===== src/rtl/mem_port_arbiter_if.sv =====
// Bundle of fetch, load/store and memory-side signals around mem_port_arbiter.
// slave = arbiter view, master = requesters plus memory slave view.
interface mem_port_arbiter_if #(
  parameter int unsigned ADDR_W = 32,
  parameter int unsigned DATA_W = 32
);
  localparam int unsigned BE_W = DATA_W / 8;

  logic              if_req_i;
  logic [ADDR_W-1:0] if_addr_i;
  logic              if_gnt_o;
  logic              if_rvalid_o;
  logic [DATA_W-1:0] if_rdata_o;
  logic              if_err_o;

  logic              ls_req_i;
  logic              ls_we_i;
  logic [BE_W-1:0]   ls_be_i;
  logic [ADDR_W-1:0] ls_addr_i;
  logic [DATA_W-1:0] ls_wdata_i;
  logic              ls_gnt_o;
  logic              ls_rvalid_o;
  logic [DATA_W-1:0] ls_rdata_o;
  logic              ls_err_o;

  logic              mem_req_o;
  logic              mem_we_o;
  logic [BE_W-1:0]   mem_be_o;
  logic [ADDR_W-1:0] mem_addr_o;
  logic [DATA_W-1:0] mem_wdata_o;
  logic              mem_gnt_i;
  logic              mem_rvalid_i;
  logic [DATA_W-1:0] mem_rdata_i;

  modport slave (
    input  if_req_i, if_addr_i,
    output if_gnt_o, if_rvalid_o, if_rdata_o, if_err_o,
    input  ls_req_i, ls_we_i, ls_be_i, ls_addr_i, ls_wdata_i,
    output ls_gnt_o, ls_rvalid_o, ls_rdata_o, ls_err_o,
    output mem_req_o, mem_we_o, mem_be_o, mem_addr_o, mem_wdata_o,
    input  mem_gnt_i, mem_rvalid_i, mem_rdata_i
  );

  modport master (
    output if_req_i, if_addr_i,
    input  if_gnt_o, if_rvalid_o, if_rdata_o, if_err_o,
    output ls_req_i, ls_we_i, ls_be_i, ls_addr_i, ls_wdata_i,
    input  ls_gnt_o, ls_rvalid_o, ls_rdata_o, ls_err_o,
    input  mem_req_o, mem_we_o, mem_be_o, mem_addr_o, mem_wdata_o,
    output mem_gnt_i, mem_rvalid_i, mem_rdata_i
  );
endinterface


===== src/rtl/mem_port_arbiter.sv =====
// Shares one memory port between fetch and load/store, one transaction in flight.
// Define ARB_ROUND_ROBIN_EN for round-robin tie breaking; default is fixed LS > IF.
module mem_port_arbiter #(
  parameter int unsigned ADDR_W   = 32,
  parameter int unsigned DATA_W   = 32,
  parameter int unsigned MAX_WAIT = 15
) (
  input  logic clk_i,
  input  logic rst_i,
  mem_port_arbiter_if.slave bus
);
  localparam int unsigned BE_W  = DATA_W / 8;
  localparam int unsigned CNT_W = (MAX_WAIT > 0) ? $clog2(MAX_WAIT + 1) : 1;

  typedef enum logic [1:0] {
    ST_IDLE = 2'd0,
    ST_REQ  = 2'd1,
    ST_RESP = 2'd2
  } state_t;

  state_t            r_state;
  logic              r_owner_ls;
  logic              r_we;
  logic [BE_W-1:0]   r_be;
  logic [ADDR_W-1:0] r_addr;
  logic [DATA_W-1:0] r_wdata;
  logic [CNT_W-1:0]  r_cnt;
  logic              r_mem_req;
  logic              r_if_rvalid;
  logic              r_if_err;
  logic [DATA_W-1:0] r_if_rdata;
  logic              r_ls_rvalid;
  logic              r_ls_err;
  logic [DATA_W-1:0] r_ls_rdata;
`ifdef ARB_ROUND_ROBIN_EN
  logic              r_last_ls;
`endif

  logic w_idle;
  logic w_pick_ls;
  logic w_if_gnt;
  logic w_ls_gnt;
  logic w_timeout;

  // Arbitration: grants are only ever issued while idle and out of reset.
  always_comb begin
    w_idle    = (r_state == ST_IDLE) && !rst_i;
`ifdef ARB_ROUND_ROBIN_EN
    w_pick_ls = bus.ls_req_i && (!bus.if_req_i || !r_last_ls);
`else
    w_pick_ls = bus.ls_req_i;
`endif
    w_ls_gnt  = w_idle && w_pick_ls;
    w_if_gnt  = w_idle && bus.if_req_i && !w_pick_ls;
    w_timeout = (MAX_WAIT != 0) && (r_cnt == CNT_W'(MAX_WAIT));
  end

  always_ff @(posedge clk_i or posedge rst_i) begin
    if (rst_i) begin
      r_state     <= ST_IDLE;
      r_owner_ls  <= 1'b0;
      r_we        <= 1'b0;
      r_be        <= '0;
      r_addr      <= '0;
      r_wdata     <= '0;
      r_cnt       <= '0;
      r_mem_req   <= 1'b0;
      r_if_rvalid <= 1'b0;
      r_if_err    <= 1'b0;
      r_if_rdata  <= '0;
      r_ls_rvalid <= 1'b0;
      r_ls_err    <= 1'b0;
      r_ls_rdata  <= '0;
`ifdef ARB_ROUND_ROBIN_EN
      r_last_ls   <= 1'b0;
`endif
    end else begin
      r_if_rvalid <= 1'b0;
      r_if_err    <= 1'b0;
      r_ls_rvalid <= 1'b0;
      r_ls_err    <= 1'b0;
      case (r_state)
        ST_IDLE: begin
          if (w_ls_gnt || w_if_gnt) begin
            r_owner_ls <= w_ls_gnt;
            r_we       <= w_ls_gnt && bus.ls_we_i;
            r_be       <= w_ls_gnt ? bus.ls_be_i : '1;
            r_addr     <= w_ls_gnt ? bus.ls_addr_i : bus.if_addr_i;
            r_wdata    <= w_ls_gnt ? bus.ls_wdata_i : '0;
            r_mem_req  <= 1'b1;
            r_state    <= ST_REQ;
`ifdef ARB_ROUND_ROBIN_EN
            r_last_ls  <= w_ls_gnt;
`endif
          end
        end
        ST_REQ: begin
          if (bus.mem_gnt_i) begin
            r_mem_req <= 1'b0;
            r_cnt     <= '0;
            r_state   <= ST_RESP;
          end
        end
        ST_RESP: begin
          // A real response takes precedence over a timeout in the same cycle.
          if (bus.mem_rvalid_i) begin
            if (r_owner_ls) begin
              r_ls_rvalid <= 1'b1;
              r_ls_rdata  <= bus.mem_rdata_i;
            end else begin
              r_if_rvalid <= 1'b1;
              r_if_rdata  <= bus.mem_rdata_i;
            end
            r_state <= ST_IDLE;
          end else if (w_timeout) begin
            if (r_owner_ls) begin
              r_ls_rvalid <= 1'b1;
              r_ls_err    <= 1'b1;
              r_ls_rdata  <= '0;
            end else begin
              r_if_rvalid <= 1'b1;
              r_if_err    <= 1'b1;
              r_if_rdata  <= '0;
            end
            r_state <= ST_IDLE;
          end else begin
            r_cnt <= r_cnt + CNT_W'(1);
          end
        end
        default: r_state <= ST_IDLE;
      endcase
    end
  end

  assign bus.if_gnt_o    = w_if_gnt;
  assign bus.ls_gnt_o    = w_ls_gnt;
  assign bus.if_rvalid_o = r_if_rvalid;
  assign bus.if_err_o    = r_if_err;
  assign bus.if_rdata_o  = r_if_rdata;
  assign bus.ls_rvalid_o = r_ls_rvalid;
  assign bus.ls_err_o    = r_ls_err;
  assign bus.ls_rdata_o  = r_ls_rdata;
  assign bus.mem_req_o   = r_mem_req;
  assign bus.mem_we_o    = r_we;
  assign bus.mem_be_o    = r_be;
  assign bus.mem_addr_o  = r_addr;
  assign bus.mem_wdata_o = r_wdata;
endmodule


===== src/flat_wrapper.sv =====
// flat-port wrapper written by rule: the top's interface ports become plain ports
module mem_port_arbiter_flat 
#(
  parameter int unsigned ADDR_W   = 32,
  parameter int unsigned DATA_W   = 32,
  parameter int unsigned MAX_WAIT = 15
)
  (clk_i, rst_i, bus_if_req_i, bus_if_addr_i, bus_if_gnt_o, bus_if_rvalid_o, bus_if_rdata_o, bus_if_err_o, bus_ls_req_i, bus_ls_we_i, bus_ls_be_i, bus_ls_addr_i, bus_ls_wdata_i, bus_ls_gnt_o, bus_ls_rvalid_o, bus_ls_rdata_o, bus_ls_err_o, bus_mem_req_o, bus_mem_we_o, bus_mem_be_o, bus_mem_addr_o, bus_mem_wdata_o, bus_mem_gnt_i, bus_mem_rvalid_i, bus_mem_rdata_i);
  mem_port_arbiter_if #(.ADDR_W(ADDR_W), .DATA_W(DATA_W)) bus_i ();
  input  logic clk_i;
  input  logic rst_i;
  input wire logic [$bits(bus_i.if_req_i)-1:0] bus_if_req_i;
  input wire logic [$bits(bus_i.if_addr_i)-1:0] bus_if_addr_i;
  output wire logic [$bits(bus_i.if_gnt_o)-1:0] bus_if_gnt_o;
  output wire logic [$bits(bus_i.if_rvalid_o)-1:0] bus_if_rvalid_o;
  output wire logic [$bits(bus_i.if_rdata_o)-1:0] bus_if_rdata_o;
  output wire logic [$bits(bus_i.if_err_o)-1:0] bus_if_err_o;
  input wire logic [$bits(bus_i.ls_req_i)-1:0] bus_ls_req_i;
  input wire logic [$bits(bus_i.ls_we_i)-1:0] bus_ls_we_i;
  input wire logic [$bits(bus_i.ls_be_i)-1:0] bus_ls_be_i;
  input wire logic [$bits(bus_i.ls_addr_i)-1:0] bus_ls_addr_i;
  input wire logic [$bits(bus_i.ls_wdata_i)-1:0] bus_ls_wdata_i;
  output wire logic [$bits(bus_i.ls_gnt_o)-1:0] bus_ls_gnt_o;
  output wire logic [$bits(bus_i.ls_rvalid_o)-1:0] bus_ls_rvalid_o;
  output wire logic [$bits(bus_i.ls_rdata_o)-1:0] bus_ls_rdata_o;
  output wire logic [$bits(bus_i.ls_err_o)-1:0] bus_ls_err_o;
  output wire logic [$bits(bus_i.mem_req_o)-1:0] bus_mem_req_o;
  output wire logic [$bits(bus_i.mem_we_o)-1:0] bus_mem_we_o;
  output wire logic [$bits(bus_i.mem_be_o)-1:0] bus_mem_be_o;
  output wire logic [$bits(bus_i.mem_addr_o)-1:0] bus_mem_addr_o;
  output wire logic [$bits(bus_i.mem_wdata_o)-1:0] bus_mem_wdata_o;
  input wire logic [$bits(bus_i.mem_gnt_i)-1:0] bus_mem_gnt_i;
  input wire logic [$bits(bus_i.mem_rvalid_i)-1:0] bus_mem_rvalid_i;
  input wire logic [$bits(bus_i.mem_rdata_i)-1:0] bus_mem_rdata_i;
  assign bus_i.if_req_i = bus_if_req_i;
  assign bus_i.if_addr_i = bus_if_addr_i;
  assign bus_if_gnt_o = bus_i.if_gnt_o;
  assign bus_if_rvalid_o = bus_i.if_rvalid_o;
  assign bus_if_rdata_o = bus_i.if_rdata_o;
  assign bus_if_err_o = bus_i.if_err_o;
  assign bus_i.ls_req_i = bus_ls_req_i;
  assign bus_i.ls_we_i = bus_ls_we_i;
  assign bus_i.ls_be_i = bus_ls_be_i;
  assign bus_i.ls_addr_i = bus_ls_addr_i;
  assign bus_i.ls_wdata_i = bus_ls_wdata_i;
  assign bus_ls_gnt_o = bus_i.ls_gnt_o;
  assign bus_ls_rvalid_o = bus_i.ls_rvalid_o;
  assign bus_ls_rdata_o = bus_i.ls_rdata_o;
  assign bus_ls_err_o = bus_i.ls_err_o;
  assign bus_mem_req_o = bus_i.mem_req_o;
  assign bus_mem_we_o = bus_i.mem_we_o;
  assign bus_mem_be_o = bus_i.mem_be_o;
  assign bus_mem_addr_o = bus_i.mem_addr_o;
  assign bus_mem_wdata_o = bus_i.mem_wdata_o;
  assign bus_i.mem_gnt_i = bus_mem_gnt_i;
  assign bus_i.mem_rvalid_i = bus_mem_rvalid_i;
  assign bus_i.mem_rdata_i = bus_mem_rdata_i;
  mem_port_arbiter #(.ADDR_W(ADDR_W), .DATA_W(DATA_W), .MAX_WAIT(MAX_WAIT)) u_core (.clk_i(clk_i), .rst_i(rst_i), .bus(bus_i));
endmodule

===== config.mk =====
export PLATFORM = sky130hd
export DESIGN_NAME = mem_port_arbiter_flat
export DESIGN_NICKNAME = d
export VERILOG_FILES = /design/src/rtl/mem_port_arbiter_if.sv /design/src/rtl/mem_port_arbiter.sv /design/src/flat_wrapper.sv
export SDC_FILE = /design/constraint.sdc
export NUM_CORES = 1
export LEC_CHECK = 0
export CORE_MARGIN = 4
export CORE_UTILIZATION = 47
export CTS_CLUSTER_SIZE = 10
export DETAILED_ROUTE_END_ITERATION = 8
export DONT_BUFFER_PORTS = 1
export PLACE_DENSITY = 0.73
export SYNTH_ARGS = -nofsm -noshare
export SYNTH_HDL_FRONTEND = slang
export SYNTH_SLANG_ARGS = --single-unit

===== constraint.sdc =====
create_clock -name clk_i -period 11.5 [get_ports clk_i]
set_input_delay 1.15 -clock clk_i [delete_from_list [all_inputs] [get_ports clk_i]]
set_output_delay 1.15 -clock clk_i [all_outputs]
set_load 0.02 [all_outputs]

==> results.txt <==
----------------------------------------------------
[Status]
  Status ... complete, no violations

[GRT]
  Antenna violations before repair ... 0
  First-pass GRT wire length ... 23510 um
  Maximum number of pins on one net before global-route repair ... 82
  All-Layer GR Usage ... 21.64%
  Grt total ovfl ... 0
  Vias in the first global route ... 3861

[Clocking]
  H-Tree Depth ... 4
  Setup Fix Bufs, Post-CTS ... 0
  CTS tree ... done
  Inserted Clock Buffers ... 17
  Maximum clock path buffer count ... 2
  Clock Pin Slew Worst Setup and Hold Paths ... 0.06 ns
  TritonCTS sink count ... 145
  Clock insertion delay at the later pin of the skew report ... 0.41 ns
  Root Buffer Master ... sky130_fd_sc_hd__clkbuf_16
  Post-CTS Hold Fix Bufs ... 0
  Post-CTS Resized ... 0

[Logic synthesis]
  Library cells used by synthesis ... 34
  Share of synthesized flip-flops with an asynchronous set or reset ... 100.0%
  Cell area after technology mapping ... 5635 um^2
  Net Count, Synth ... 563
  Post-synthesis sequential area ratio ... 64.39%
  Number of enable flip-flop cells after synthesis ... 0
  Synthesis Warnings ... 0
  Synthesized netlist cell count ... 423
  Top flip-flop cell by instance count after synthesis ... sky130_fd_sc_hd__dfrtp_1
  Number of synthesized register bits ... 145
  Mean cell area of the mapped netlist ... 13.32 um^2

[Floorplan]
  Placeable core region ... 11560 um^2
  Number of ports placed on the die boundary ... 279
  Starting density of the core ... 48.73%
  Die area ... 13810 um^2
  Die Ht ... 117.5 um
  Die Width ... 117.5 um
  Site row count ... 39

[STA]
  Setup repair after global routing missed its margin ... no
  Achievable Freq ... 280.1 MHz
  Total Neg Setup Slack ... 0 ns
  Transition time at the pin with the least slew margin ... 1.151 ns
  Final slew viol count ... 0
  Worst hold-check slack ... 0.5652 ns
  Relative slew margins ... 23.29%
  Total count of hold-check failures in the final report ... 0
  Clock period minus final worst setup slack ... 3.570 ns
  Total of endpoints with negative setup slack in the final report ... 0
  Period utilisation layout ... 31.04%
  Clock skew after layout ... 0.006749 ns

[Route]
  Detail Route Antenna Nets ... 0
  Violation count after the first detailed-routing iteration ... 330
  Routed len/inst ... 27.05 um
  Total via count after detailed routing ... 3838
  DRC ... 0
  Via/cell ratio ... 6.793
  Total wirelength of the detailed-routed design ... 15280 um
  Number of optimization iterations in the first detailed-route pass ... 4

[Setup path]
  Sort of element at the end of the critical path ... output pin
  Worst EP required ... 10.35 ns
  Largest driver fanout on the critical path ... 57
  Critical path arrival ... 2.42 ns
  CP Launch Type ... input pin
  Setup slack of the most critical reg-to-reg path ... 9.23 ns
  Worst setup path class ... input pin to output pin

[Placed design]
  DP Cell Count ... 533
  Final GP Congestion ... 0.7627
  Detailed placer's ending HPWL ... 10520 um
  Port bufs ... 0

[Power]
  Power per Cell Area ... 343.0 nW/um^2
  Peak supply drop ... 0.1653 mV
  LEAKAGE ... 2.959 nW
  Design Power ... 2.146 mW

[Cells and area]
  Final core occ ... 54.11%
  Leading cell type in the layout, fill and taps excluded ... sky130_fd_sc_hd__dfrtp_1
  Number of inserted diodes ... 0
  Final layout net count ... 549
  Commonest cells after routing, fill and taps aside ... 145 x sky130_fd_sc_hd__dfrtp_1, 97 x sky130_fd_sc_hd__a22o_1, 32 x sky130_fd_sc_hd__a22oi_1
  Area overhead of the layout relative to synthesis ... 11.03%
  Ratio of cells with drive above 1 in the final layout ... 10.43%
  Final Instance Count excl. Fillers ... 565
  Fill cells ... 950

[Worst hold path]
  Class of the most critical hold timing path ... flop to flop

[Run]
  Number of max-cap violations ... 0

----------------------------------------------------
-- per-layer routing --
metal | global-route usage (%) | up-vias | routed length, um
met5 | 0 | - | 0
met4 | 8.791 | 0 | 389
met3 | 10.28 | 24 | 1786
met2 | 35.80 | 236 | 7727
met1 | 24.17 | 1953 | 5379
li1 | - | 1625 | -
-- cell type report --
type | instances | area, um^2 | share of cell area (%)
multi-input combinational | 230 | 1779 | 28.43
inverter | 9 | 38.79 | 0.6199
clock buffer | 20 | 456.7 | 7.299
timing repair buffer | 6 | 45.04 | 0.7199
clock inverter | 12 | 130.1 | 2.080
tap | 143 | 178.9 | 2.859
sequential | 145 | 3628 | 57.99
-- report_power, final --
part / switching [mW] / total [mW] / internal (mW)
Combinational: 0.157 / 0.346 / 0.188
Sequential: 0.513 / 1.26 / 0.745
Clock: 0.211 / 0.542 / 0.332
-- Yosys cell counts (2+ instances only) --
| master | count | area (um^2) |
|---|---|---|
| sky130_fd_sc_hd__a22o_1 | 97 | 849.6 |
| sky130_fd_sc_hd__nor2_1 | 2 | 7.510 |
| sky130_fd_sc_hd__buf_4 | 5 | 37.54 |
| sky130_fd_sc_hd__a22oi_1 | 32 | 240.2 |
| sky130_fd_sc_hd__dfrtp_1 | 145 | 3628 |
| sky130_fd_sc_hd__o21ai_0 | 4 | 20.02 |
| sky130_fd_sc_hd__o22a_1 | 4 | 35.03 |
| sky130_fd_sc_hd__nand3b_1 | 2 | 15.01 |
| sky130_fd_sc_hd__o2bb2ai_1 | 9 | 78.83 |
| sky130_fd_sc_hd__nor2b_1 | 2 | 12.51 |
| sky130_fd_sc_hd__buf_2 | 13 | 65.06 |
| sky130_fd_sc_hd__inv_1 | 7 | 26.28 |
| sky130_fd_sc_hd__mux2i_1 | 2 | 20.02 |
| sky130_fd_sc_hd__and3_1 | 6 | 37.54 |
| sky130_fd_sc_hd__a21oi_1 | 2 | 10.01 |
| sky130_fd_sc_hd__nand2_1 | 31 | 116.4 |
| sky130_fd_sc_hd__clkbuf_1 | 17 | 63.81 |
| sky130_fd_sc_hd__buf_6 | 4 | 45.04 |
| sky130_fd_sc_hd__inv_2 | 2 | 7.510 |
| sky130_fd_sc_hd__a32oi_1 | 23 | 201.4 |
-- state kept, by name, summed over array words and instances (netlist names), 2 cells and up --
| signal | cells |
|---|---|
| u_core.bus.mem_wdata_o | 32 |
| u_core.bus.if_rdata_o | 32 |
| u_core.bus.mem_addr_o | 32 |
| u_core.r_cnt | 4 |
| u_core.bus.ls_rdata_o | 32 |
| u_core.bus.mem_be_o | 4 |
| u_core.r_state | 2 |
-- worst paths after layout --
kind,from,end,depth (start not counted)
min in group asynchronous,rst_i,u_core.bus.mem_be_o[1],1
max reg2reg,u_core.r_state[0],u_core.bus.mem_wdata_o[0],4
max,rst_i,bus_ls_gnt_o,3
max in group asynchronous,rst_i,u_core.bus.if_rdata_o[22],2
min reg2reg,u_core.r_cnt[1],u_core.r_cnt[1],2
min,u_core.r_cnt[1],u_core.r_cnt[1],2
-- cell families (layout without fill, tap and decap cells) --
group                    count (synthesis)  count (layout)  share of synthesized area (%)
AO/OA/AOI/OAI                          175             175                          25.95
adder cells (fa/ha/maj)                  1               1                         0.2220
buffers and inverters                   48              47                          4.352
flip-flops                             145             145                          64.39
multiplexers                             2               2                         0.3553
AND/OR/NAND/NOR                         52              52                          4.730
-- per-stage QoR --
step                worst slack (ns)  area (um^2)
floorplan                      6.455         5635
global placement               7.991         5670
detailed placement             7.927         5670
CTS                            7.923         6257
global route                   7.801         6257
finish                         7.930         6257
-- worst max-delay path: stages --
cell and delay, ns:
sky130_fd_sc_hd__nor3_4 0.26, sky130_fd_sc_hd__nand2_1 0.22, sky130_fd_sc_hd__inv_2 0.78
Note: power is estimated with default switching activity, not from simulation.
